**config.mk**
```make
export PLATFORM = sky130hd
export DESIGN_NAME = upi_payment_ctrl
export DESIGN_NICKNAME = d
export VERILOG_FILES = /design/src/rtl/upi_payment_ctrl.sv
export SDC_FILE = /design/constraint.sdc
export NUM_CORES = 1
export LEC_CHECK = 0
export CORE_UTILIZATION = 42
export CTS_CLUSTER_DIAMETER = 80
export CTS_CLUSTER_SIZE = 10
export DETAILED_ROUTE_END_ITERATION = 10
export MAX_ROUTING_LAYER = met4
export PLACE_DENSITY_LB_ADDON = 0.1
export RECOVER_POWER = 25
export SLEW_MARGIN = 0
export SYNTH_ARGS = -nofsm -noshare
export SYNTH_HDL_FRONTEND = slang
export SYNTH_SLANG_ARGS = --single-unit
export TNS_END_PERCENT = 1
```
**constraint.sdc**
```tcl
create_clock -name clk -period 1.5 [get_ports clk]
set_input_delay 0.225 -clock clk [delete_from_list [all_inputs] [get_ports clk]]
set_output_delay 0.225 -clock clk [all_outputs]
set_load 0.02 [all_outputs]
```
**src/rtl/upi_payment_ctrl.sv**
```systemverilog
// UPI payment controller: latches an amount, runs timed bank attempts with retry
// and cancel, and closes every transaction with a one-cycle pay_done and result.
module upi_payment_ctrl #(
  parameter int AMOUNT_W    = 8,
  parameter int MIN_LATENCY = 4,
  parameter int TIMEOUT     = 16,
  parameter int MAX_RETRY   = 2
) (
  input  logic                clk,
  input  logic                rst,
  input  logic                pay_req,
  input  logic [AMOUNT_W-1:0] pay_amount,
  input  logic                pay_cancel,
  output logic                bank_req,
  input  logic                bank_resp_valid,
  input  logic                bank_resp_ok,
  output logic                pay_done,
  output logic                upi_busy,
  output logic                upi_success,
  output logic                upi_fail,
  output logic [2:0]          fail_code,
  output logic [2:0]          retry_cnt,
  output logic [AMOUNT_W-1:0] txn_amount
);

  localparam int TW = $clog2(TIMEOUT);
  localparam logic [TW-1:0] MIN_LAT    = TW'(MIN_LATENCY);
  localparam logic [TW-1:0] TIMER_LAST = TW'(TIMEOUT - 1);
  localparam logic [2:0]    RETRY_MAX  = 3'(MAX_RETRY);

  localparam logic [2:0] FC_NONE      = 3'd0;
  localparam logic [2:0] FC_DECLINED  = 3'd1;
  localparam logic [2:0] FC_TIMEOUT   = 3'd2;
  localparam logic [2:0] FC_CANCELLED = 3'd3;
  localparam logic [2:0] FC_ZERO_AMT  = 3'd4;

  typedef enum logic [2:0] {
    IDLE    = 3'd0,
    PROCESS = 3'd1,
    RETRY   = 3'd2,
    SUCCESS = 3'd3,
    FAIL    = 3'd4
  } state_t;

  state_t                state_r, state_nxt_s;
  logic [TW-1:0]         timer_r, timer_nxt_s;
  logic [2:0]            fail_code_nxt_s;
  logic [2:0]            retry_nxt_s;
  logic [AMOUNT_W-1:0]   amount_nxt_s;
  logic                  resp_accept_s;

  // Next-state and next-value decode for the transaction bookkeeping.
  always_comb begin
    state_nxt_s     = state_r;
    fail_code_nxt_s = fail_code;
    retry_nxt_s     = retry_cnt;
    amount_nxt_s    = txn_amount;
    resp_accept_s   = bank_resp_valid && (timer_r >= MIN_LAT);
    case (state_r)
      IDLE: begin
        if (pay_req) begin
          if (pay_amount != {AMOUNT_W{1'b0}}) begin
            amount_nxt_s    = pay_amount;
            retry_nxt_s     = 3'd0;
            fail_code_nxt_s = FC_NONE;
            state_nxt_s     = PROCESS;
          end else begin
            fail_code_nxt_s = FC_ZERO_AMT;
            state_nxt_s     = FAIL;
          end
        end else begin
          state_nxt_s = IDLE;
        end
      end
      PROCESS: begin
        // A settled bank response outranks a cancel or a timeout in the same cycle.
        if (resp_accept_s && bank_resp_ok) begin
          state_nxt_s = SUCCESS;
        end else if (resp_accept_s) begin
          fail_code_nxt_s = FC_DECLINED;
          state_nxt_s     = FAIL;
        end else if (pay_cancel) begin
          fail_code_nxt_s = FC_CANCELLED;
          state_nxt_s     = FAIL;
        end else if (timer_r == TIMER_LAST) begin
          if (retry_cnt < RETRY_MAX) begin
            state_nxt_s = RETRY;
          end else begin
            fail_code_nxt_s = FC_TIMEOUT;
            state_nxt_s     = FAIL;
          end
        end else begin
          state_nxt_s = PROCESS;
        end
      end
      RETRY: begin
        if (pay_cancel) begin
          fail_code_nxt_s = FC_CANCELLED;
          state_nxt_s     = FAIL;
        end else begin
          retry_nxt_s = retry_cnt + 3'd1;
          state_nxt_s = PROCESS;
        end
      end
      SUCCESS: state_nxt_s = IDLE;
      FAIL:    state_nxt_s = IDLE;
      default: state_nxt_s = IDLE;
    endcase

    if ((state_r == PROCESS) && (state_nxt_s == PROCESS)) begin
      timer_nxt_s = timer_r + TW'(1);
    end else begin
      timer_nxt_s = {TW{1'b0}};
    end
  end

  // State, timer, bookkeeping and outputs; outputs are registered from next-state values.
  always_ff @(posedge clk) begin
    if (rst) begin
      state_r     <= IDLE;
      timer_r     <= {TW{1'b0}};
      fail_code   <= FC_NONE;
      retry_cnt   <= 3'd0;
      txn_amount  <= {AMOUNT_W{1'b0}};
      bank_req    <= 1'b0;
      pay_done    <= 1'b0;
      upi_busy    <= 1'b0;
      upi_success <= 1'b0;
      upi_fail    <= 1'b0;
    end else begin
      state_r     <= state_nxt_s;
      timer_r     <= timer_nxt_s;
      fail_code   <= fail_code_nxt_s;
      retry_cnt   <= retry_nxt_s;
      txn_amount  <= amount_nxt_s;
      bank_req    <= (state_nxt_s == PROCESS) && (timer_nxt_s == {TW{1'b0}});
      pay_done    <= (state_nxt_s == SUCCESS) || (state_nxt_s == FAIL);
      upi_busy    <= (state_nxt_s == PROCESS) || (state_nxt_s == RETRY);
      upi_success <= (state_nxt_s == SUCCESS);
      upi_fail    <= (state_nxt_s == FAIL);
    end
  end

endmodule

```
---- Word level (Yosys, flattened, before mapping) ----
Index checks and enable logic that the tools add are counted.
cells by class
  add/sub/neg operators ................... 2
  order comparisons ....................... 2
  eq/ne operators ......................... 14
  multiplexer cells ....................... 23
  reductions and logical operators ........ 14
operators with widths
  cell                 count
  $mux 3               19
  $pmux 3 s3           2
  $ne 2x2->1 const B   5
  $eq 3x2->1 const B   3
  $ne 4x4->1 const B   2
  $reduce_bool 8->1    1
  $eq 3x1->1 const B   2
  $pmux 3 s2           1
  $reduce_and 6->1     1
  $add 4x1->4 const B  1
  $eq 4x4->1 const B   1
  $ge 4x3->1 const B   1
  $logic_and 1x1->1    4
  $logic_not 4->1      1
  $mux 4               1
  $reduce_and 4->1     1
  $add 3x1->3 const B  1
  $eq 3x3->1 const B   1
  $logic_not 3->1      1
  $lt 3x2->1 const B   1
  $reduce_and 3->1     1
  $reduce_bool 3->1    1
  $logic_or 1x1->1     2
  $reduce_bool 2->1    1
word-level totals
  register bits ........................... 26
  bits of input ports ..................... 14
  output and inout port bits .............. 19
  logic and storage cells ................. 65

---- Logic depth before layout (Yosys ltp) ----
Gate-level depths: netlist (run 1).
  word-level depth ........................ 12
  mapped depth ............................ 6

---- Least setup slack after synthesis (run 1) ----
No wires, ideal clock.
  path kind ............................... register to register
  start point ............................. register timer_r[0]
  end point ............................... register upi_busy
  data arrival time ....................... 1.565 ns
  required time ........................... 1.414 ns
  slack ................................... -0.151 ns
  cell stages (with the launch flop) ...... 6
  path buffers ............................ 0
  clock period less this slack ............ 1.651 ns
  path through ............................ dfxtp_1 > ha_1 > nand3_1 > or4_1 > a21o_1 > a211oi_1
between the ends
  longest elaborated chain between the ends .. 8
  elaborated cells between the ends (all ways) .. 12
  those cells by class .................... 1 x order compare; 3 x eq/ne; 5 x mux; 3 x reduce/logical
RTL lines
  what                                      line  text
  from (decl)                               46    logic [TW-1:0] timer_r, timer_nxt_s;
  from (signal assigned)                    121   timer_r <= {TW{1'b0}};
  from (signal assigned)                    132   timer_r <= timer_nxt_s;
  $eq 4x4->1                                85    end else if (timer_r == TIMER_LAST) begin
  $mux 3                                    85
  $mux 3                                    82    end else if (pay_cancel) begin
  $mux 3                                    79    end else if (resp_accept_s) begin
  $mux 3 (*)                                77    if (resp_accept_s && bank_resp_ok) begin
  $pmux 3 s3 (*)                            59    case (state_r)
  $eq 3x1->1 or $eq 3x2->1 (tied branches)  138   upi_busy <= (state_nxt_s == PROCESS) || (state_nxt_s == RETRY);
  $logic_or 1x1->1 (*)                      138
  to (signal assigned)                      138
  to (decl)                                 18    output logic upi_busy,
Mark *: on every way between the ends. The rest lies on a longest branch, timed or not.
A chain may end at the register's enable or synchronous reset.

---- Worst setup path after layout (run 1) ----
  start point ............................. register state_r[2]
  end point ............................... register bank_req
between the ends
  longest elaborated chain between the ends .. 7
  elaborated cells between the ends (all ways) .. 9
  those cells by class .................... 3 x eq/ne; 2 x mux; 4 x reduce/logical
RTL lines
  what                                line      text
  from (decl)                         45        state_t state_r, state_nxt_s;
  from (signal assigned)              131       state_r <= state_nxt_s;
  $eq 3x2->1 (tied with other cells)  59
  $pmux 3 s3                          59
  $eq 3x1->1                          110, 136
  $logic_and 1x1->1                   110       if ((state_r == PROCESS) && (state_nxt_s == PROCESS)) begin
  $mux 4                              110
  $logic_not 4->1                     136       bank_req <= (state_nxt_s == PROCESS) && (timer_nxt_s == {TW{1'b0}});
  $logic_and 1x1->1 (*)               136
  to (signal assigned)                136
  to (decl)                           14        output logic bank_req,
Marked as above.

==> results of run 1 <==
==> synthesized netlist by cell type, types with 2 or more instances <==
cell type	instances	share of area
nand2_1	3	0.0093
a211oi_1	2	0.012
xnor2_1	2	0.014
ha_1	2	0.021
a21oi_1	7	0.029
dfxtp_1	26	0.43
o21a_1	3	0.019
a21o_1	2	0.012
buf_2	3	0.012
nand3_1	4	0.016
nor2_1	16	0.049
xor2_1	2	0.014
clkbuf_1	2	0.0062
nor3_1	6	0.025
and4_1	2	0.014
mux2i_1	9	0.074
inv_1	3	0.0093
nor4_1	2	0.010
nand2b_1	3	0.015
==> cell families after synthesis <==
family                   after synthesis  synth area share
buffers and inverters                  9           0.03703
multiplexers                           9           0.07408
adder cells (fa/ha/maj)                2           0.02057
AO/OA/AOI/OAI                         26            0.1728
AND/OR/NAND/NOR                       48            0.2387
flip-flops                            26            0.4280
XOR/XNOR                               4           0.02881
==> metrics by stage <==
step	utilization	power, uW
floorplan	-	891.6
global placement	0.6461	1031
detailed placement	0.6461	1041
CTS	0.6661	1521
global route	0.6638	1563
finish	0.6638	1504
==> worst max path at each step <==
stage                     startpoint                    endpoint  slack, ps  cells after the start
2_1_floorplan  state_r[0]$_SDFF_PP0_         bank_req$_SDFF_PP0_       -120                      5
3_3_place_gp                 pay_req         bank_req$_SDFF_PP0_       -400                      5
3_5_place_dp                 pay_req  txn_amount[6]$_SDFFE_PP0P_       -470                      6
4_1_cts        state_r[2]$_SDFF_PP0_         bank_req$_SDFF_PP0_       -140                      4
5_1_grt        state_r[2]$_SDFF_PP0_         bank_req$_SDFF_PP0_       -200                      4
6_report       state_r[2]$_SDFF_PP0_         bank_req$_SDFF_PP0_       -130                      4
==> layout make-up <==
type	count	area, sq um	share of cell area
multi-input cells	89	683.2	0.3732
clock inverters	1	30.03	0.01640
repair buffers	64	520.5	0.2843
clock buffers	3	22.52	0.01230
flip-flops and latches	26	524.3	0.2864
inverters	3	11.26	0.006152
well taps	31	38.79	0.02119
==> worst max-delay path, stage by stage, from the launching register on <==
cell and delay, ps:
dfxtp_2 350, or4b_4 570, a21oi_4 190, nor3_2 100, a2111oi_4 340
==> per-layer routing <==
layer	vias to the layer above	GRT usage
met4	0	0.08362
li1	573	-
met2	15	0.3649
met1	532	0.2555
met5	-	-
met3	6	0.02558
==> timing repair <==
item	in CTS	in global routing
resized for setup	19	7
setup endpoints to repair	29	25
hold buffers	0	0
pin swaps	3	0
setup buffers	1	1
==> state kept, by name, indices dropped and copies added (netlist names), 3 cells and up <==
signal	flops
fail_code	3
txn_amount	8
state_r	3
retry_cnt	3
timer_r	4
==> power by group <==
group	switching, uW	internal (uW)	leakage, uW	total (uW)
Combinational	138	142	0.000562	281
Sequential	12.9	721	0.000214	734
Clock	220	270	0.0000279	490
Total	371	1130	0.000804	1500
==> results.cfg, run 1 <==
[setup_path]
worstReg2RegStart = state_r[2]$_SDFF_PP0_
crit_arrival_ps = 1870
worst_setup_path_end_kind = flip-flop
critical_path_class = reg -> reg
cp_max_fo = 4
reg2reg_slack_ps = -130
r2r-end = bank_req$_SDFF_PP0_
r2r.worst_path.cells = 4
critPathRequiredTime_ps = 1740
crit_path_start_kind = flip-flop

[drt]
vias = 1126
wl_met1_mm = 1.346
drtPass1Iterations = 4
drc = 0
drt-total-wl_mm = 3.008
drt-wirelength-per-cell_microns = 13.86
dr_wl_met3_microns = 66
highest-signal-layer = met4
met2_length_mm = 1.542
drt_iter0_markers = 16
viasPerCell = 5.189
drtAntennaViolNets = 0

[synth]
ys_warn_count = 0
syn-num-nets = 140
synth_cells = 124
synth_seq_area_share = 0.4280
ys_ff_latch = 26
synth-main-ff-cell = dfxtp_1
synthArstFlopShare = 0
synth.avg_cell_area_sq_um = 9.808
ys_types = 44
synth_edf_count = 0
syn_area_sq_um = 1216

[run_status]
outcome = complete, but fails checks
violations = negative setup slack

[floorplanning]
core-area_sq_um = 2758
die_h_microns = 55.81
rows = 19
boundaryPins = 33
start_util = 0.4410
die_area_sq_um = 3115
dieWidth_microns = 55.81

[hold_path]
hold_depth = 1
hp-start = fail_code[1]$_SDFFE_PP0P_
min_to = fail_code[1]$_SDFFE_PP0P_
hold_path.class = reg -> reg

[cts]
cts-root-buf = clkbuf_4
clkTransAtPathRegs_ps = 140
clock_sinks = 26
clockBufferDepth = 2
cts_tree = done
numCtsBuffers = 3
clk_latency_ps = 330
htree_levels = 1

[timing]
worst_pin_slew_ps = 322.3
min_period_ps = 1627
finalMaxSlewViolations = 0
whs_ps = 489.9
max_clock_freq_mhz = 614.5
worst_slack_ps = -127.4
slew_headroom = 0.7840
finalHoldViolations = 0
min_period_over_period = 1.085
grt_setup_unrepaired = yes
setup_viol = 14
clock_skew_ps = 5.951
setup_tns_ps = -1068

[cells_and_area]
nFillCells = 251
drive_above_1_share = 0.2742
final_common_cell = buf_4
fin_cells = 217
final_cell_mix = buf_4 (31), dfxtp_1 (23), nor2_1 (16)
design_area_sq_um = 1831
nets = 203
area_delta_synth_final_pct = 50.51
diodes = 0

[power_and_ir_drop]
p_leak_uw = 0.0008037
power_density_nw_per_um2 = 821.7
vdd_ir_drop_max_mv = 0.7053

[placed_design]
dpl.cell_count = 211
post-place-ws_ps = -474.1
dpl_cell_area_sq_um = 1782
hpwlAfterDp_mm = 2.427
io_buffers = 32
gp_congestion = 0.8920

[global_routing]
grt_pass1_vias = 1131
overflow = 0
antenna_found_initial = 0
grt_pass1_wl_mm = 5.043
track_usage = 0.2127
grt_start_max_net_pins = 16

[flow_run]
maxCapViolCount = 0
Power figures use the tool's default switching activity.
==> run 2, diff against run 1 <==
--- a/config.mk
+++ b/config.mk
@@ -5,6 +5,7 @@
 export SDC_FILE = /design/constraint.sdc
 export NUM_CORES = 1
 export LEC_CHECK = 0
+export CORE_MARGIN = 2
 export CORE_UTILIZATION = 42
 export CTS_CLUSTER_DIAMETER = 80
 export CTS_CLUSTER_SIZE = 10
==> run 2 against run 1 <==
  * The flow still finishes with violations (negative setup slack)
  * Design area shrank 0.34%
  * Die area grew 7.3%
  * Cell count down 0.92%
  * Via count is 0.80% higher
  * Critical path type unchanged
  * Largest cell class unchanged
  * Largest power group unchanged
==> results.cfg, run 2 (same netlist as run 1, synthesis figures left out) <==
[placed_design]
io_buffers = 32
gp_congestion = 0.9134
dpl_cell_area_sq_um = 1774
hpwlAfterDp_mm = 2.264

[timing]
clock_skew_ps = 2.192
max_clock_freq_mhz = 607.6
slew_headroom = 0.7648
worst_slack_ps = -145.8
grt_setup_unrepaired = yes
setup_tns_ps = -1017
finalHoldViolations = 0
min_period_over_period = 1.097
worst_pin_slew_ps = 351.2
min_period_ps = 1646
finalMaxSlewViolations = 0
setup_viol = 13

[floorplanning]
core-area_sq_um = 2758
rows = 19
start_util = 0.4410
die_area_sq_um = 3342
die_h_microns = 57.81
dieWidth_microns = 57.81
boundaryPins = 33

[cells_and_area]
final_cell_mix = buf_4 (28), dfxtp_1 (22), nor2_1 (16), dlygate4sd2_1 (16), clkdlybuf4s50_1 (12)
multi_input_area_sq_um = 688.2
drive_above_1_share = 0.2826
regArea_sq_um = 525.5
reg_top3 = txn_amount x8, timer_r x4
largest_register_ffs = 8
design_area_sq_um = 1824
area_delta_synth_final_pct = 50.00
nets = 201
final_common_cell = buf_4
diodes = 0
nFillCells = 229
regMostFlops = txn_amount

[cts]
clockBufferDepth = 2
htree_levels = 1
postCtsHoldBufs = 0
clk_latency_ps = 330
clkTransAtPathRegs_ps = 150
clock_sinks = 26
numCtsBuffers = 3
cts_tree = done
cts-root-buf = clkbuf_4

[drt]
drt-wirelength-per-cell_microns = 13.39
drt_iter0_markers = 35
drc = 0
drt-total-wl_mm = 2.879
vias = 1135
drtPass1Iterations = 4
drtAntennaViolNets = 0
viasPerCell = 5.279

[setup_path]
crit_arrival_ps = 1890
cp_max_fo = 4
critPathRequiredTime_ps = 1750
critical_path_class = reg -> reg
critPathSlowestCell = or4b_4
cp_cell_sequence = or4b_4, a21oi_4, nor3_2, a2111oi_4
crit_family = simple AND/OR/NAND/NOR gates
critPathBufInv = 0
crit_path_start_kind = flip-flop
critPathMaxStageDelay_ps = 560
worst_setup_path_end_kind = flip-flop

[hold_path]
hold_path.class = in -> reg

[global_routing]
antenna_found_initial = 0
grt_start_max_net_pins = 16
track_usage = 0.1951
grt_pass1_vias = 1139
overflow = 0
grt_pass1_wl_mm = 4.968

[power_and_ir_drop]
power_density_nw_per_um2 = 822.7
vdd_ir_drop_max_mv = 0.7502
p_leak_uw = 0.0007963

[run_status]
violations = negative setup slack
outcome = complete, but fails checks

[flow_run]
maxCapViolCount = 0
[run 2: final cells by class]
type | instances | area share
Multi-Input combinational cell | 89 | 0.3772
Tap cell | 31 | 0.02126
Clock inverter | 1 | 0.01646
Sequential cell | 26 | 0.2881
Timing Repair Buffer | 62 | 0.2785
Clock buffer | 3 | 0.01235
Inverter | 3 | 0.006173
[run 2: worst register-to-register path: cells and delay by family, from the launching register on]
kind,cells,cell delay (ps)
simple gates,2,670
compound gates,2,540
flops,1,350
[run 2: repair_timing]
| action | CTS | global route |
|---|---|---|
| buffers inserted | 1 | 0 |
| pin swaps | 1 | 3 |
| resized for setup | 21 | 11 |
| setup endpoints to repair | 29 | 28 |
[run 2: metal layers]
metal	GRT usage	share of wire
met1	0.2556	0.47
met2	0.3133	0.49
met3	0.02232	0.028
met4	0.06645	0.013
met5	-	0
[run 2: path summary, 6_finish.rpt]
kind / from / end / slack (ps) / cells after the start
worst max-delay path: state_r[2]$_SDFF_PP0_ / bank_req$_SDFF_PP0_ / -150 / 4
worst min-delay path: pay_req / fail_code[0]$_SDFFE_PP0P_ / 480 / 4
worst max register to register: state_r[2]$_SDFF_PP0_ / bank_req$_SDFF_PP0_ / -150 / 4
worst min register to register: fail_code[1]$_SDFFE_PP0P_ / fail_code[1]$_SDFFE_PP0P_ / 490 / 1
[run 2: where the power goes]
group	internal [uW]	switching [uW]	leakage (uW)	total, uW
Combinational	139	134	0.000554	273
Clock	270	225	0.0000279	495
Sequential	721	12.2	0.000214	733
[run 2: stage by stage]
stage,setup WS [ps],hold WS (ps),cells,power [uW],utilization
floorplan,-121.3,289.3,124,891.6,-
global placement,-458.1,447.6,210,1029,0.6434
detailed placement,-505.2,457.5,210,1034,0.6434
CTS,-120.0,483.7,215,1504,0.6620
global route,-198.5,493.1,215,1557,0.6615
finish,-145.8,479.1,215,1501,0.6615
==> run 3, diff against run 2 <==
--- a/config.mk
+++ b/config.mk
@@ -5,7 +5,7 @@
 export SDC_FILE = /design/constraint.sdc
 export NUM_CORES = 1
 export LEC_CHECK = 0
-export CORE_MARGIN = 2
+export CORE_MARGIN = 8
 export CORE_UTILIZATION = 42
 export CTS_CLUSTER_DIAMETER = 80
 export CTS_CLUSTER_SIZE = 10
==> run 3 against run 2 <==
  * The run still ends with negative setup slack left
  * Register-to-register slack better by 40 ps
  * Via count down 0.70%
  * Setup slack better by 44 ps
  * Sequential cell count did not move
  * Critical path depth unchanged
  * Sequential share of layout area is 0.30 points lower
  * Global-route usage down 5.9 points
  * Wire length grew 11%
  * Combinational power is 3% higher
  * Clock-buffer cell count rose by 1
  * Largest power group unchanged
==> results.cfg, run 3 (same netlist as run 1, synthesis figures left out) <==
[drt]
drc = 0
viasPerCell = 5.146
drtPass1Iterations = 4
drt-total-wl_mm = 3.189
vias = 1127
drt-wirelength-per-cell_microns = 14.56
drtAntennaViolNets = 0
drt_iter0_markers = 69

[power_and_ir_drop]
power_density_nw_per_um2 = 743.2
p_leak_uw = 0.0008090
p_total_uw = 1373
vdd_ir_drop_max_mv = 0.4941

[global_routing]
grt_pass1_vias = 1163
grt_pass1_wl_mm = 5.444
grt_start_max_net_pins = 15
track_usage = 0.1360
antenna_found_initial = 0
overflow = 0

[timing]
finalHoldViolations = 0
min_period_ps = 1601
clock_skew_ps = 7.082
worst_slack_ps = -101.4
worst_pin_slew_ps = 349.3
setup_viol = 12
whs_ps = 475.7
min_period_over_period = 1.068
grt_setup_unrepaired = yes
finalMaxSlewViolations = 0
max_clock_freq_mhz = 624.5
slew_headroom = 0.7659

[setup_path]
crit_path_start_kind = flip-flop
critPathRequiredTime_ps = 1730
r2r.worst_path.cells = 4
cp_max_fo = 4
critPathMaxStageDelay_ps = 550
r2r-end = bank_req$_SDFF_PP0_
worst_setup_path_end_kind = flip-flop
crit_arrival_ps = 1830
critPathSlowestCell = or4b_4
critical_path_class = reg -> reg
reg2reg_slack_ps = -100
worstReg2RegStart = state_r[1]$_SDFF_PP0_
cp_cell_sequence = or4b_4, a21oi_4, nor3_2, a2111oi_4
crit_path_end = bank_req$_SDFF_PP0_
startpoint = state_r[1]$_SDFF_PP0_

[placed_design]
hpwlAfterDp_mm = 2.621
io_buffers = 32
gp_congestion = 0.8994

[cts]
clk_latency_ps = 320
clkTransAtPathRegs_ps = 150
numCtsBuffers = 3
postCtsHoldBufs = 0
postCtsSetupBuffers = 0
clock_sinks = 26
clockBufferDepth = 2
cts_tree = done
cts-root-buf = clkbuf_4
htree_levels = 1

[floorplanning]
boundaryPins = 33
rows = 19
dieWidth_microns = 69.81
die_area_sq_um = 4873
start_util = 0.4410
die_h_microns = 69.81
core-area_sq_um = 2758

[cells_and_area]
largest_register_ffs = 8
diodes = 0
regMostFlops = txn_amount
regArea_sq_um = 526.8
drive_above_1_share = 0.2979
reg_top3 = txn_amount x8, timer_r x4
final_cell_mix = buf_4 (33), dfxtp_1 (21), nor2_1 (16)
multi_input_area_sq_um = 699.4
final_common_cell = buf_4
nets = 205
nFillCells = 248
area_delta_synth_final_pct = 51.95

[run_status]
outcome = complete, but fails checks
violations = negative setup slack

[flow_run]
maxCapViolCount = 0

[hold_path]
hold_path.class = reg -> reg
## run 3: metal layers
layer / global-route usage / wire length, microns / up-vias
li1: - / - / 580
met1: 0.1565 / 1456 / 532
met2: 0.2294 / 1618 / 13
met3: 0.03433 / 94 / 2
met4: 0.03348 / 20 / 0
met5: - / 0 / -
## run 3: layout make-up
type | instances | area share
Inverter | 3 | 0.006093
Timing Repair Buffer | 66 | 0.2898
Sequential cell | 26 | 0.2850
Tap cell | 31 | 0.02099
Multi-Input combinational cell | 89 | 0.3785
Clock buffer | 4 | 0.01963
## run 3: how the worst min path moves through the flow
| stage | endpoint | depth (start not counted) | startpoint |
|---|---|---|---|
| global route | fail_code[1]$_SDFFE_PP0P_ | 1 | fail_code[1]$_SDFFE_PP0P_ |
| floorplan | bank_req$_SDFF_PP0_ | 1 | rst |
| detailed placement | fail_code[1]$_SDFFE_PP0P_ | 1 | fail_code[1]$_SDFFE_PP0P_ |
| global placement | fail_code[1]$_SDFFE_PP0P_ | 1 | fail_code[1]$_SDFFE_PP0P_ |
| finish | fail_code[1]$_SDFFE_PP0P_ | 1 | fail_code[1]$_SDFFE_PP0P_ |
| CTS | fail_code[1]$_SDFFE_PP0P_ | 1 | fail_code[1]$_SDFFE_PP0P_ |
## run 3: worst max-delay path, delay by kind of cell (launching register included)
family          cells  cell delay, ps
flops               1             350
simple gates        2             650
compound gates      2             510
## run 3: through the flow
| stage | setup WS [ps] | instances | util | area, sq um | TNS, ps |
|---|---|---|---|---|---|
| after floorplan | -121.3 | 124 | - | 1231 | -1089 |
| after global placement | -401.8 | 215 | 0.6570 | 1812 | -6333 |
| after detailed placement | -432.8 | 215 | 0.6570 | 1812 | -6573 |
| after CTS | -122.6 | 219 | 0.6692 | 1846 | -1046 |
| after global routing | -179.9 | 219 | 0.6701 | 1848 | -1899 |
| final | -101.4 | 219 | 0.6701 | 1848 | -889.8 |
## run 3: repair_timing
item	in CTS	in global routing
gates resized for setup	19	12
pin swaps	2	1
endpoints found under the setup margin	29	24
## run 3: where the power goes
part	total (uW)	switching (uW)	internal, uW
sequential	734	13.4	721
clock	359	210	148
combinational	280	138	142
total	1370	362	1010
